==> src/rtl/patternbuf_dbl.sv <==
// Double-banked pattern buffer: serial frames shift into a shadow bank and are
// committed atomically to the active bank, which the host reads/writes by address.
module patternbuf_dbl #(
  parameter int DEPTH       = 22,
  parameter int WIDTH       = 8,
  parameter int AW          = 5,
  parameter int SYNC_STAGES = 2
) (
  input  logic             clk,
  input  logic             reset,
  input  logic             sclk,
  input  logic             sin,
  input  logic             scs,
  output logic             sout,
  input  logic [AW-1:0]    field_addr,
  output logic [WIDTH-1:0] field_byte,
  input  logic [AW-1:0]    field_wr_addr,
  input  logic [WIDTH-1:0] field_in,
  input  logic             field_write,
  output logic             busy,
  output logic             load_done,
  output logic             frame_err
);
  localparam int NBITS = DEPTH * WIDTH;
  localparam int CW    = $clog2(NBITS + 2);

  typedef enum logic [1:0] {IDLE, LOAD, COMMIT} state_t;

  state_t                       state, state_nxt;
  logic [SYNC_STAGES-1:0]       sclk_q, sin_q, scs_q;
  logic                         sclk_s, sin_s, scs_s, sclk_d, sclk_edge;
  logic                         shift_en, commit, reject, clr;
  logic [CW-1:0]                count;
  logic [NBITS-1:0]             shadow;
  logic [DEPTH-1:0][WIDTH-1:0]  active;
  logic                         wr_ok, rd_ok;

  assign sclk_s    = sclk_q[SYNC_STAGES-1];
  assign sin_s     = sin_q[SYNC_STAGES-1];
  assign scs_s     = scs_q[SYNC_STAGES-1];
  assign sclk_edge = sclk_s & ~sclk_d;
  assign sout      = shadow[NBITS-1];
  assign busy      = (state != IDLE);
  assign wr_ok     = field_write && ({1'b0, field_wr_addr} < (AW+1)'(DEPTH));
  assign rd_ok     = ({1'b0, field_addr} < (AW+1)'(DEPTH));

  always_ff @(posedge clk) begin
    if (reset) begin
      sclk_q <= '0;
      sin_q  <= '0;
      scs_q  <= '0;
      sclk_d <= 1'b0;
    end else begin
      sclk_q <= {sclk_q[SYNC_STAGES-2:0], sclk};
      sin_q  <= {sin_q[SYNC_STAGES-2:0], sin};
      scs_q  <= {scs_q[SYNC_STAGES-2:0], scs};
      sclk_d <= sclk_s;
    end
  end

  always_comb begin
    state_nxt = state;
    shift_en  = 1'b0;
    commit    = 1'b0;
    reject    = 1'b0;
    clr       = 1'b0;
    case (state)
      IDLE: if (scs_s) begin
        state_nxt = LOAD;
        clr       = 1'b1;
      end
      LOAD: begin
        if (scs_s) shift_en = sclk_edge;
        else if (count == CW'(NBITS)) state_nxt = COMMIT;
        else begin
          reject    = 1'b1;
          state_nxt = IDLE;
        end
      end
      COMMIT: begin
        commit    = 1'b1;
        state_nxt = IDLE;
      end
      default: state_nxt = IDLE;
    endcase
  end

  always_ff @(posedge clk) begin
    if (reset) begin
      state      <= IDLE;
      count      <= '0;
      shadow     <= '0;
      active     <= '0;
      field_byte <= '0;
      load_done  <= 1'b0;
      frame_err  <= 1'b0;
    end else begin
      state     <= state_nxt;
      load_done <= commit;
      frame_err <= reject;
      if (clr) count <= '0;
      else if (shift_en && count != CW'(NBITS + 1)) count <= count + 1'b1;
      // One flat shift register: entry i's MSB feeds entry i+1's LSB.
      if (shift_en) shadow <= {shadow[NBITS-2:0], sin_s};
      // Commit is placed after the host write so it wins on a collision.
      if (wr_ok) active[field_wr_addr] <= field_in;
      if (commit) active <= shadow;
      field_byte <= rd_ok ? active[field_addr] : '0;
    end
  end
endmodule

==> config.mk <==
export PLATFORM = sky130hd
export DESIGN_NAME = patternbuf_dbl
export DESIGN_NICKNAME = d
export VERILOG_FILES = /design/src/rtl/patternbuf_dbl.sv
export SDC_FILE = /design/constraint.sdc
export NUM_CORES = 1
export LEC_CHECK = 0
export ABC_AREA = 1
export BUFFER_PORTS_ARGS = -buffer_cell sky130_fd_sc_hd__buf_2
export CORE_UTILIZATION = 35
export CTS_CLUSTER_DIAMETER = 40
export DETAILED_ROUTE_END_ITERATION = 7
export SYNTH_ARGS = -nofsm -noshare
export SYNTH_HDL_FRONTEND = slang
export SYNTH_SLANG_ARGS = --single-unit
==> constraint.sdc <==
create_clock -name clk -period 4.13 [get_ports clk]
set_input_delay 0.826 -clock clk [delete_from_list [all_inputs] [get_ports clk]]
set_output_delay 0.826 -clock clk [all_outputs]
set_load 0.02 [all_outputs]
==> results.tsv <==
metric	value	unit
overflow	0	
final_cell_mix	o21ai_0, nand2_1, nor2_1	
cts_root_buf	clkbuf_16	
cp_common_cell	nand2_1	
synth_cell_type_count	26	
synth_top_area_frac	0.454	
cts_tree	yes	
firstDrtPassIters	8	
cts_buffer_depth	3	
fin_crit	2.63	ns
grt_pass1_vias	14900	
highest_layer	met4	
wire_per_inst	16.2	um
io_pins	36	
port-buffer-count	35	
synthCells	2479	
die_w	220	um
finalNetCount	2485	
drt-met1-wl	23200	um
routed_wl	50400	um
track_usage	0.210	
setup_viol	0	
slew_violations	0	
fin_total_pwr	9890	uW
synth_edf_count	0	
end_kind	flop	
critical_path.cell_chain	buf_2 -> inv_2 -> nand2_1 -> nor2_2 -> a21oi_2 -> inv_2 -> nand2_1 -> buf_4 -> nand2_1 -> inv_1 -> nor2_1 -> nor2_1	
syn_area_per_cell	6.74	sq um
clock-skew-final	0.0231	ns
layout_commonest_cell	o21ai_0	
clock.fmax	0.380	GHz
die-area	48600	sq um
synth_area_leader_cell	dfxtp_1	
post_cts_buffers	0	
hpwl	32300	um
cts.reportedPaths.clkPinSlew	0.05	ns
path_max_fanout	14	
yosysSeqAreaShare	0.454	
critPathLaunchType	input pin	
rsz0062_at_grt	no	
vias	15900	
routabilityCongestion	0.906	
tightest_slew	1.20	ns
core	46900	sq um
fin_crit_sh	0.637	
htreeDepth	3	
cts.sinks	379	
drt_iter0_drc	1432	
critPathRequiredTime	4.56	ns
powerDensity	503	nW/um^2
violations	DRC	
relSlewSlack	0.196	
ys.flop_type	dfxtp_1	
cp.arrival	3.06	ns
placedCellCount	2997	
max_stage_delay	0.48	ns
ys_ff_latch	379	
routed-wl-met2	22500	um
drv_cap	0	
syn2layout_area_growth	17.5	%
leakagePower	0.00741	uW
antenna_left	0	
drc	3	
rows	79	
grt_max_degree	148	
setup.worst_path.class	input pin to flop	
grt_pass1_wl	80200	um
syn_area	16700	sq um
antenna_found_initial	0	
fp.dieH	220	um
slowest_stage	inv_2	
drive_gt1_frac	0.0854	
status	finished with violations	
final.setup.tns	0	ns
async_flop_share	0	
cts_buffers	66	
max-vdd-ir-drop	0.253	mV
hold_violations	0	
vias_per_cell	5.11	
cts_hold_buf	0	
worstSkewPairLatency	0.57	ns
cts_resized	0	
synth_nets	2506	
min_path_type	flop to flop	
crit_buf_inv	5	
wl_met3	3070	um
finalNonFillerCells	3113	
path_delay_family	buffers and inverters	
start_util	0.357	
synthTopCellsByArea	dfxtp_1, o21ai_0, nand2_1	
yosys_warnings	0	
n_antenna_cell	0	
==> cells by family after synthesis <==
kind of cell               share of synthesized area
adders and majority gates                    0.00225
AOI/OAI and AO/OA                              0.219
xor gates and xnor gates                     0.00210
and+or+nand+nor                                0.226
buffers and inverters                         0.0963
DFF                                            0.454
==> metal layers <==
| metal | track usage | vias to the layer above |
|---|---|---|
| li1 | - | 7940 |
| met1 | 0.286 | 7389 |
| met2 | 0.330 | 459 |
| met3 | 0.0338 | 110 |
| met4 | 0.0828 | 0 |
| met5 | 0 | - |
==> registers in the layout, summed over array words and instances (netlist names) <==
register	flops
sclk_q	2
active	176
sin_q	2
field_byte	8
frame_err	1
count	8
shadow	176
state	2
load_done	1
scs_q	2
sclk_d	1
==> tightest hold or removal path, delay by kind of cell, from the launching register on <==
family	cells	cell delay (ns)
buffers and inverters	1	0.04
DFF	1	0.29
and+or+nand+nor	1	0.03
==> metrics by stage <==
step                 util  hold WS, ns  setup WS [ns]  instance area [sq um]
floorplan               -        0.388           2.19                  16700
global placement    0.370        0.398          0.984                  17300
detailed placement  0.370        0.398          0.960                  17300
CTS                 0.419        0.405           1.54                  19600
global route        0.419        0.428           1.17                  19600
finish              0.419        0.405           1.50                  19600
==> power breakdown <==
group / switching [uW] / total (uW) / internal, uW
logic: 360 / 491 / 131
clock network: 1890 / 5690 / 3800
registers: 16.1 / 3700 / 3690
==> cells in the mapped netlist (9+ instances only) <==
cell and n:
a21oi_1 202, buf_1 10, buf_2 20, clkbuf_1 121, dfxtp_1 379, inv_1 255
inv_2 11, nand2_1 440, nand2_2 9, nand3_1 92, nor2_1 409, nor3_1 12
o21ai_0 453, o21ai_2 9, o22ai_1 38
==> area by class of cell <==
class / instances / area (sq um)
fill: 4901 / 27200
timing repair buffer: 64 / 430
clock buffer: 82 / 1850
inverter: 267 / 1010
sequential: 379 / 7590
tap: 607 / 759
clock inverter: 34 / 470
multi-input combinational: 1680 / 7530
==> worst paths after layout <==
kind	startpoint	to	slack [ns]	cells past startpoint
setup reg to reg	state[0]$_SDFFE_PP0P_	active[45]$_SDFFE_PP0P_	1.55	9
hold reg to reg	sclk_q[0]$_SDFF_PP0_	sclk_q[1]$_SDFF_PP0_	0.40	2
setup / recovery	field_wr_addr[3]	active[175]$_SDFFE_PP0P_	1.50	12
hold / removal	sclk_q[0]$_SDFF_PP0_	sclk_q[1]$_SDFF_PP0_	0.40	2
Power figures use the tool's default switching activity.
